===== src/rtl/pixel_ctrl_pkg.sv =====
// Shared types and default sizing for the pixel array frame sequencer.
package pixel_ctrl_pkg;

    localparam int DEF_DATA_W     = 8;
    localparam int DEF_N_PIX      = 4;
    localparam int DEF_ERASE_CYC  = 5;
    localparam int DEF_EXPOSE_CYC = 255;
    localparam int DEF_CONV_CYC   = 255;

    // Phase counter width; wide enough for a 16-bit programmable exposure.
    localparam int PH_W = 16;

    typedef enum logic [2:0] {
        IDLE,
        ERASE,
        EXPOSE,
        CONVERT,
        READ,
        STREAM
    } state_e;

endpackage


===== src/rtl/ctrl_phase_counter.sv =====
// Loadable down-counter; tc_o is high while the count sits at zero.
module ctrl_phase_counter #(
    parameter int W = 16
) (
    input  logic         clk,
    input  logic         rst_n,
    input  logic         load_i,
    input  logic         en_i,
    input  logic [W-1:0] load_val_i,
    output logic         tc_o
);

    logic [W-1:0] cnt_q, cnt_d;

    always_comb begin
        cnt_d = cnt_q;
        if (load_i) begin
            cnt_d = load_val_i;
        end else if (en_i && (cnt_q != '0)) begin
            cnt_d = cnt_q - W'(1);
        end
    end

    always_ff @(posedge clk or negedge rst_n) begin
        if (!rst_n) begin
            cnt_q <= '0;
        end else begin
            cnt_q <= cnt_d;
        end
    end

    assign tc_o = (cnt_q == '0);

endmodule


===== src/rtl/pixel_array_ctrl.sv =====
// Frame sequencer ERASE -> EXPOSE -> CONVERT -> READ -> STREAM for the pixel array.
// Optional PIXEL_ARRAY_CTRL_PROG_EXPOSE_EN: per-frame exposure length from expose_cyc_in.
module pixel_array_ctrl
    import pixel_ctrl_pkg::*;
#(
    parameter int DATA_W     = DEF_DATA_W,
    parameter int N_PIX      = DEF_N_PIX,
    parameter int ERASE_CYC  = DEF_ERASE_CYC,
    parameter int EXPOSE_CYC = DEF_EXPOSE_CYC,
    parameter int CONV_CYC   = DEF_CONV_CYC,
    localparam int IDX_W     = (N_PIX > 1) ? $clog2(N_PIX) : 1
) (
    input  logic                    clk,
    input  logic                    reset,
    input  logic                    start,
    output logic                    busy,
    output logic                    pix_reset,
    output logic                    pix_erase,
    output logic                    pix_expose,
    output logic                    pix_read,
    output logic                    ramp_en,
    output logic [DATA_W-1:0]       cnt_value,
    output logic                    cnt_oe,
    input  logic [N_PIX*DATA_W-1:0] pix_data_in,
`ifdef PIXEL_ARRAY_CTRL_PROG_EXPOSE_EN
    input  logic [15:0]             expose_cyc_in,
    output logic                    expose_cyc_err,
`endif
    output logic [DATA_W-1:0]       out_data,
    output logic [IDX_W-1:0]        out_idx,
    output logic                    out_valid,
    input  logic                    out_ready
);

    localparam logic [DATA_W-1:0] CONV_LAST = DATA_W'(CONV_CYC);
    localparam logic [IDX_W-1:0]  IDX_LAST  = IDX_W'(N_PIX - 1);

    state_e state_q, state_d;

    logic                           ph_load, ph_en, ph_tc;
    logic [PH_W-1:0]                ph_val;
    logic [PH_W-1:0]                expose_len;
    logic [DATA_W-1:0]              cnt_q, cnt_d;
    logic [N_PIX-1:0][DATA_W-1:0]   cap_q, cap_d;
    logic [IDX_W-1:0]               idx_q, idx_d;
    logic                           beat;

    logic busy_q, rst_pix_q, erase_q, expose_q, read_q, ramp_q, oe_q, out_valid_q;
    logic [DATA_W-1:0] out_data_q;

    // FSM state register
    always_ff @(posedge clk or negedge reset) begin
        if (!reset) begin
            state_q <= IDLE;
        end else begin
            state_q <= state_d;
        end
    end

    always_comb begin
        state_d = state_q;
        beat    = (state_q == STREAM) && out_valid_q && out_ready;
        case (state_q)
            IDLE:    if (start)              state_d = ERASE;
            ERASE:   if (ph_tc)              state_d = EXPOSE;
            EXPOSE:  if (ph_tc)              state_d = CONVERT;
            CONVERT: if (cnt_q == CONV_LAST) state_d = READ;
            READ:    if (ph_tc)              state_d = STREAM;
            STREAM:  if (beat && (idx_q == IDX_LAST)) state_d = IDLE;
            default:                         state_d = IDLE;
        endcase
    end

`ifdef PIXEL_ARRAY_CTRL_PROG_EXPOSE_EN
    logic [PH_W-1:0] exp_len_q;
    logic            exp_err_q;
    logic            frame_go;

    assign frame_go = (state_q == IDLE) && (state_d == ERASE);

    // A requested length of zero still gets a single exposure cycle.
    always_ff @(posedge clk or negedge reset) begin
        if (!reset) begin
            exp_len_q <= '0;
            exp_err_q <= 1'b0;
        end else begin
            exp_err_q <= frame_go && (expose_cyc_in == '0);
            if (frame_go) begin
                exp_len_q <= (expose_cyc_in == '0) ? PH_W'(1) : PH_W'(expose_cyc_in);
            end
        end
    end

    assign expose_len     = exp_len_q;
    assign expose_cyc_err = exp_err_q;
`else
    assign expose_len = PH_W'(EXPOSE_CYC);
`endif

    // One down-counter times ERASE, EXPOSE and READ; loaded with length-1 on entry.
    always_comb begin
        ph_load = (state_d != state_q) && (state_d inside {ERASE, EXPOSE, READ});
        ph_en   = state_q inside {ERASE, EXPOSE, READ};
        case (state_d)
            ERASE:   ph_val = PH_W'(ERASE_CYC - 1);
            EXPOSE:  ph_val = expose_len - PH_W'(1);
            READ:    ph_val = PH_W'(1);
            default: ph_val = '0;
        endcase
    end

    ctrl_phase_counter #(
        .W (PH_W)
    ) u_phase_cnt (
        .clk        (clk),
        .rst_n      (reset),
        .load_i     (ph_load),
        .en_i       (ph_en),
        .load_val_i (ph_val),
        .tc_o       (ph_tc)
    );

    always_comb begin
        cnt_d = ((state_q == CONVERT) && (state_d == CONVERT)) ? cnt_q + DATA_W'(1) : '0;
        cap_d = ((state_q == READ) && ph_tc) ? pix_data_in : cap_q;
        if (state_d == STREAM) begin
            idx_d = beat ? idx_q + IDX_W'(1) : idx_q;
        end else begin
            idx_d = '0;
        end
    end

    // Outputs are registered from next-state so they line up with state_q.
    always_ff @(posedge clk or negedge reset) begin
        if (!reset) begin
            cnt_q       <= '0;
            cap_q       <= '0;
            idx_q       <= '0;
            busy_q      <= 1'b0;
            rst_pix_q   <= 1'b0;
            erase_q     <= 1'b0;
            expose_q    <= 1'b0;
            read_q      <= 1'b0;
            ramp_q      <= 1'b0;
            oe_q        <= 1'b0;
            out_valid_q <= 1'b0;
            out_data_q  <= '0;
        end else begin
            cnt_q       <= cnt_d;
            cap_q       <= cap_d;
            idx_q       <= idx_d;
            busy_q      <= (state_d != IDLE);
            rst_pix_q   <= (state_d == ERASE);
            erase_q     <= (state_d == ERASE);
            expose_q    <= (state_d == EXPOSE);
            read_q      <= (state_d == READ);
            ramp_q      <= (state_d == CONVERT);
            oe_q        <= (state_d == CONVERT);
            out_valid_q <= (state_d == STREAM);
            out_data_q  <= (state_d == STREAM) ? cap_d[idx_d] : '0;
        end
    end

    assign busy       = busy_q;
    assign pix_reset  = rst_pix_q;
    assign pix_erase  = erase_q;
    assign pix_expose = expose_q;
    assign pix_read   = read_q;
    assign ramp_en    = ramp_q;
    assign cnt_oe     = oe_q;
    assign cnt_value  = cnt_q;
    assign out_valid  = out_valid_q;
    assign out_idx    = idx_q;
    assign out_data   = out_data_q;

    // The count drivers and the pixel read drivers share the buses.
    a_no_bus_contention: assert property (@(posedge clk) disable iff (!reset) !(oe_q && read_q));

endmodule


===== config.mk =====
export PLATFORM = sky130hd
export DESIGN_NAME = pixel_array_ctrl
export DESIGN_NICKNAME = d
export VERILOG_FILES = /design/src/rtl/pixel_ctrl_pkg.sv /design/src/rtl/ctrl_phase_counter.sv /design/src/rtl/pixel_array_ctrl.sv
export SDC_FILE = /design/constraint.sdc
export NUM_CORES = 1
export LEC_CHECK = 0
export ABC_AREA = 1
export CORE_ASPECT_RATIO = 1.1
export CORE_MARGIN = 2
export CORE_UTILIZATION = 35
export DETAILED_ROUTE_END_ITERATION = 8
export PLACE_DENSITY_LB_ADDON = 0.2
export SYNTH_ARGS = -nofsm -noshare
export SYNTH_HDL_FRONTEND = slang
export SYNTH_SLANG_ARGS = --single-unit

===== constraint.sdc =====
create_clock -name clk -period 4.1 [get_ports clk]
set_input_delay 0.615 -clock clk [delete_from_list [all_inputs] [get_ports clk]]
set_output_delay 0.615 -clock clk [all_outputs]
set_load 0.005 [all_outputs]

# Word-level counts from Yosys, hierarchy flattened
# Index checks and enable logic that the tools add are counted.
# Widths: inputs -> output; s select.
[totals]
ff_bits = 75
elab_cells = 63
output_inout_bits = 26
[classes]
n_mux = 17
eq_ne = 13
reduce_logical = 14
addsub = 3
n_lt_le_gt_ge = 1
[ops]
columns = ["cell", "n"]
rows = [
  ["$mux 16", 2],
  ["$mux 32", 1],
  ["$mux 8", 3],
  ["$pmux 8 s3", 1],
  ["$mux 3", 6],
  ["$pmux 3 s6", 1],
  ["$bmux 8 s2", 1],
  ["$logic_not 16->1", 1],
  ["$reduce_bool 16->1", 1],
  ["$sub 16x1->16 const B", 1],
  ["$eq 3x2->1 const B", 4],
  ["$eq 3x3->1 const B", 4],
  ["$reduce_bool 3->1", 3],
  ["$add 8x1->8 const B", 1],
  ["$eq 8x8->1 const B", 1],
  ["$logic_and 1x1->1", 7],
  ["$eq 3x1->1 const B", 2],
  ["$mux 2", 2],
  ["$logic_not 3->1", 1],
  ["$lt 2x3->1 const B", 1],
  ["$ne 3x3->1", 1],
  ["$add 2x1->2 const B", 1],
  ["$eq 2x2->1 const B", 1],
  ["$reduce_bool 2->1", 1],
]

# Depth between registers and ports, before layout
[depth]
depth_word = 11
mapped_depth = 16

# Hierarchy
# A second synthesis with hierarchy kept.
[hier_totals]
cells_unflattened = 586
area_unflattened_um2 = 4320.4
[modules_own_cells]
columns = ["mod", "seq_area_each_um2", "n_inst", "area_per_inst_um2", "cells_each"]
rows = [
  ["pixel_array_ctrl", 1476.4, 1, 3065.4, 403],
  ["ctrl_phase_counter", 400.4, 1, 1255.0, 183],
]

# Worst setup path before layout
# No wires, ideal clock.
[synth_path]
kind = "register to register"
startpoint = "register u_phase_cnt.cnt_q[0]"
endpoint = "register u_phase_cnt.cnt_q[15]"
t_arrival_ns = 1.756
stages_incl_launch_ff = 15
setup_slack_ns = 2.221
n_path_buf = 0
path_cell_list = "dfrtp_1 inv_1 ha_1 inv_1 nor2_1 nand2_1 nor2_1 nand2_2 nand2_2 nand3_4 nor2_8 nand2_1 nand3_2 nand2_4 nor3b_2"
[synth_between]
elab_chain_len = 7
elab_cells_between_ends = 17
[synth_lines]
columns = ["element", "line_no", "rtl"]
rows = [
  ["start, declared", "ctrl_phase_counter.sv:13", "logic [W-1:0] cnt_q, cnt_d;"],
  ["start signal, assigned", "ctrl_phase_counter.sv:28", "cnt_q <= cnt_d;"],
  ["$logic_not 16->1", "ctrl_phase_counter.sv:32", "assign tc_o = (cnt_q == '0);"],
  ["$mux 3, on equally long branches", "pixel_array_ctrl.sv:68, pixel_array_ctrl.sv:65, pixel_array_ctrl.sv:66", ""],
  ["$pmux 3 s6", "pixel_array_ctrl.sv:63", "case (state_q)"],
  ["$eq 3x1->1 (tied with other cells)", "pixel_array_ctrl.sv:102", "ph_load = (state_d != state_q) && (state_d inside {ERASE, EXPOSE, READ});"],
  ["$reduce_bool 3->1", "pixel_array_ctrl.sv:102", ""],
  ["$logic_and 1x1->1", "pixel_array_ctrl.sv:102", ""],
  ["$mux 16 / $reduce_bool 2->1 (equally long branches)", "n/a", ""],
]
# Parallel ways exist; a longest one is shown, timed or not. The select of a mux whose other input is x is not followed.
# A chain may end at the register's enable or synchronous reset.

# Worst setup path after layout
[layout_path]
startpoint = "register u_phase_cnt.cnt_q[0]"
endpoint = "register out_data_q[0], in the netlist out_data[0]"
[layout_between]
elab_chain_len = 8
elab_cells_between_ends = 12
[layout_lines]
columns = ["element", "line_no", "rtl"]
rows = [
  ["$logic_not 16->1 (*)", "ctrl_phase_counter.sv:32", ""],
  ["$mux 3, on equally long branches", "pixel_array_ctrl.sv:68, pixel_array_ctrl.sv:65, pixel_array_ctrl.sv:66", ""],
  ["$pmux 3 s6", "pixel_array_ctrl.sv:63", ""],
  ["$eq 3x3->1", "pixel_array_ctrl.sv:126, pixel_array_ctrl.sv:160", ""],
  ["$mux 2", "pixel_array_ctrl.sv:126", "if (state_d == STREAM) begin"],
  ["$bmux 8 s2", "pixel_array_ctrl.sv:160", "out_data_q <= (state_d == STREAM) ? cap_d[idx_d] : '0;"],
  ["$mux 8 (not written as such)", "pixel_array_ctrl.sv:160", ""],
  ["$mux 8 (*)", "pixel_array_ctrl.sv:160", ""],
  ["end signal, assigned", "pixel_array_ctrl.sv:160", ""],
  ["end, declared", "pixel_array_ctrl.sv:49", "logic [DATA_W-1:0] out_data_q;"],
]
# Every way passes the cells marked *; elsewhere a longest branch is shown, timed or not. The select of a mux whose other input is x is not followed.

==> results by group <==
Outcome
  • Result of the run: completed

Power
  • Worst VDD drop: roughly 0.27 mV
  • Power share of the clock group: 30.0%
  • Leakage power of the design: 2.29 nW
  • Combinational share of power: 31.8%
  • Switching Power: ~0.00091 W
  • Sw frac: between 30% and 40%
  • Sequential share of power: 38.2%
  • Total power divided by cell area: approximately 550 nW/µm²
  • Internal power: between 0.0015 and 0.002 W
  • Total power of the final layout: 0.00268 W

Worst setup path
  • Critical Path Fanout Max: 33
  • Worst EP arrival: between 2000 and 3000 ps
  • Number of buffer and inverter stages on the critical path: 4
  • Crit Path Class: flop to flop
  • CP Data Required Time: roughly 4300 ps
  • Cell with the biggest individual delay on the critical path: sky130_fd_sc_hd__dfrtp_1
  • Launching element type of the critical path: flop
  • Endpoint class of the critical path: flop
  • Critical Path, Cell by Cell: inv_1 -> ha_1 -> inv_1 -> nor2_1 -> nand2_1 -> nor2_1 -> nand2_2 -> nor2_4 -> buf_4 -> inv_2 -> nand2_1 -> and2_1 -> nand3_1 -> nand3_1 -> a21oi_1
  • Delay of the slowest cell on the worst path: between 300 and 400 ps
  • Crit-path leading delay family: simple AND/OR/NAND/NOR gates

Floorplanning
  • # IOs: 62
  • Chip width: approximately 100 µm
  • Effective utilization at floorplan: a little over a third
  • Placement Rows: 40
  • Full die area: about 12,000 µm²
  • Y dimension of the die: 115 µm
  • Core area: roughly 11,000 µm²

Logic synthesis
  • Cell type with the largest total area after synthesis: sky130_fd_sc_hd__dfrtp_1
  • Commonest cells post-synth: 129 x sky130_fd_sc_hd__nand2_1, 75 x sky130_fd_sc_hd__dfrtp_1, 53 x sky130_fd_sc_hd__inv_1
  • Proportion of register bits with asynchronous set or reset after synthesis: 100%
  • Largest cells by area after synthesis: sky130_fd_sc_hd__dfrtp_1 48%, sky130_fd_sc_hd__nand2_1 12%, sky130_fd_sc_hd__nand3_1 6.5%
  • Primary flip-flop cell chosen by synthesis mapping: sky130_fd_sc_hd__dfrtp_1
  • Share of the yosys chip area belonging to registers: 48.0%
  • Top-area cell type share of the netlist area: between 40% and 50%
  • Number of storage elements in the synthesis netlist: 75
  • Number of instances in the synthesized netlist: approximately 470
  • Avg Synthesized Cell Area: between 8 and 9 µm²
  • Mapped Nets: 513
  • Number of synthesized flops with an enable pin: 0
  • Mapped Area: roughly 3900 µm²
  • Ys Warns: 0
  • Library cell with the highest instance count after synthesis: sky130_fd_sc_hd__nand2_1
  • Number of distinct library cell variants in the gate-level netlist after synthesis: 36

Flow run
  • Number of maximum-capacitance violations: 0

CTS
  • Inserted Clock Buffers: 9
  • CTS sink cnt: 75
  • Quantity of hold-fixing buffers added after cts: 0
  • CTS Root Buffer Type: sky130_fd_sc_hd__clkbuf_16
  • Clk_lat worst skew: between 300 and 400 ps
  • Number of H-tree branching levels: 3
  • Buffers inserted during post-CTS setup optimization: 0
  • Count of cells resized by post-cts repair: 0
  • Clock tree from TritonCTS: done
  • Clock transition time at the flip-flop clock pins of the worst setup and hold paths: around 60 ps
  • Number of buffers on the longest clock path: 2

STA
  • Skew final: approximately 6.3 ps
  • RSZ-0062 raised after global routing: no
  • Final hold viol count: 0
  • Highest clock frequency the design can meet: around 380 MHz
  • Total Neg Setup Slack: 0 ps
  • Worst max-slew margin expressed relative to the limit: between 30% and 40%
  • Actual transition at the worst max-transition pin: ~940 ps
  • Final Max Slew Viols: 0
  • Final min period: about 2600 ps
  • Final setup violation count: 0
  • Portion of the clock cycle consumed by the worst path in the final layout: a little under two thirds

Place
  • Port buffer count: slightly above 60
  • Cells after DPL: between 600 and 700
  • Routability congestion estimate from global placement: ~0.83
  • DP Wirelength: 6.50 mm

Finish
  • Number of antenna cells inserted: 0
  • Flip-flop and latch area: 1880 µm²
  • Fraction of final layout cells with drive strength greater than 1: a little under a tenth
  • Area taken by multi-input logic gates: between 1500 and 2000 µm²
  • Net count reported at finish: ~570
  • Layout Area Growth over Synthesis: 25.2%
  • Final-layout fill cell count: between 1,000 and 1,500
  • Non-Filler Instances: 683

Route
  • Number of optimization iterations in the first detailed-route pass: 4
  • Remaining antenna violation count after routing: 0
  • Routed Wire Length: about 9.1 mm
  • Detailed router's first-iteration violation count: 152
  • Final routed wire length divided by cell count: roughly 13 µm
  • Mean number of vias per cell: between 4 and 5
  • Overall via count from detail_route: ~3,200
  • Residual DRC count: 0

GRT
  • Wire length of the first global-routing pass: about 16 mm
  • Number of antenna violations at the first check in global routing: 0
  • Via count of the first global-routing pass: about 3,300
  • Total overflow reported by the global router: 0
  • Total routing usage reported by global routing: 16.3%
  • Largest net degree at the start of global routing: 76

Hold path
  • Worst hold path type: primary input to asynchronous set/reset pin
worst reg2reg max path, cell delays in order (launching register included):
cell,delay [ps]
sky130_fd_sc_hd__dfrtp_1,370
sky130_fd_sc_hd__inv_1,120
sky130_fd_sc_hd__ha_1,190
sky130_fd_sc_hd__inv_1,50
sky130_fd_sc_hd__nor2_1,130
sky130_fd_sc_hd__nand2_1,70
sky130_fd_sc_hd__nor2_1,120
sky130_fd_sc_hd__nand2_2,110
sky130_fd_sc_hd__nor2_4,80
sky130_fd_sc_hd__buf_4,310
sky130_fd_sc_hd__inv_2,320
sky130_fd_sc_hd__nand2_1,160
sky130_fd_sc_hd__and2_1,180
sky130_fd_sc_hd__nand3_1,90
sky130_fd_sc_hd__nand3_1,130
sky130_fd_sc_hd__a21oi_1,60
area by class of cell:
type	count	area share [%]
clock buffer	11	5.16
tap	147	3.76
multi-input combinational	324	34.5
timing repair buffer	62	12.6
inverter	60	4.63
clock inverter	4	1.02
sequential	75	38.3
sequential cells by signal, summed over array words and instances, names as in the netlist:
register,flops
pix_expose,1
busy,1
out_idx,2
out_data,8
pix_erase,1
cnt_value,8
cnt_oe,1
state_q,3
pix_read,1
cap_q,32
u_phase_cnt.cnt_q,16
out_valid,1
power groups by stage:
stage          Clock (W)  Sequential [W]  Combinational [W]
3_5_place_dp           0         0.00104           0.000859
5_1_grt         0.000854         0.00105           0.000971
6_report        0.000804         0.00103           0.000853
4_1_cts         0.000821         0.00103           0.000863
3_3_place_gp           0         0.00104           0.000841
2_1_floorplan          0         0.00101           0.000592
cell usage in the layout, fill, tap and decap left out, drive strengths merged:
| master | synthesis | final |
|---|---|---|
| xor2 | 7 | 7 |
| and2 | 16 | 16 |
| nor3b | 3 | 3 |
| a22oi | 1 | 1 |
| nand3 | 57 | 57 |
| clkdlybuf4s50 | 0 | 60 |
| o21ai | 9 | 9 |
| a21oi | 22 | 22 |
| nand2 | 136 | 136 |
| nor2 | 44 | 44 |
| ha | 4 | 4 |
| clkbuf | 0 | 11 |
| nor3 | 9 | 9 |
| inv | 59 | 59 |
| buf | 14 | 2 |
| clkinvlp | 0 | 2 |
| nor4 | 2 | 2 |
| o21a | 1 | 1 |
| bufinv | 0 | 1 |
| and3 | 3 | 3 |
| nand3b | 1 | 1 |
| clkinv | 1 | 2 |
| dfrtp | 75 | 75 |
| o21bai | 1 | 1 |
| xnor2 | 5 | 5 |
| nand4 | 3 | 3 |
per-stage QoR:
stage | hold slack, ps | worst slack [ps] | util [%] | area [µm²]
2_1_floorplan | 319 | 2220 | - | 3910
3_3_place_gp | 453 | 1450 | 42.1 | 4590
3_5_place_dp | 459 | 1380 | 42.1 | 4590
4_1_cts | 474 | 1460 | 44.9 | 4890
5_1_grt | 495 | 1170 | 44.9 | 4890
6_report | 433 | 1490 | 44.9 | 4890
path summary, 6_finish.rpt:
path | start | to | slack [ps] | depth (start not counted)
max | u_phase_cnt.cnt_q[0] | out_data[0] | 1490 | 15
min | reset | cnt_value[5] | 430 | 1
max reg2reg | u_phase_cnt.cnt_q[0] | out_data[0] | 1490 | 15
min reg2reg | cap_q[5] | cap_q[5] | 470 | 2
max in group asynchronous | reset | cap_q[5] | 3050 | 1
min in group clk | cap_q[5] | cap_q[5] | 470 | 2
cell families (layout without fill, tap and decap cells):
kind of cell    Yosys count  count (layout)  synth area share (%)
buf+inv                  74             137                  8.80
simple gates            274             274                  34.7
compound gates           34              34                  4.54
fa+ha+maj                 4               4                  1.28
flops                    75              75                  48.0
xor+xnor                 12              12                  2.69
layer usage:
layer,global-route usage [%],wire length [µm]
met5,0,0
met1,20.4,3900
met2,28.1,4530
met3,2.89,449
met4,6.84,184
Power figures use the tool's default switching activity.
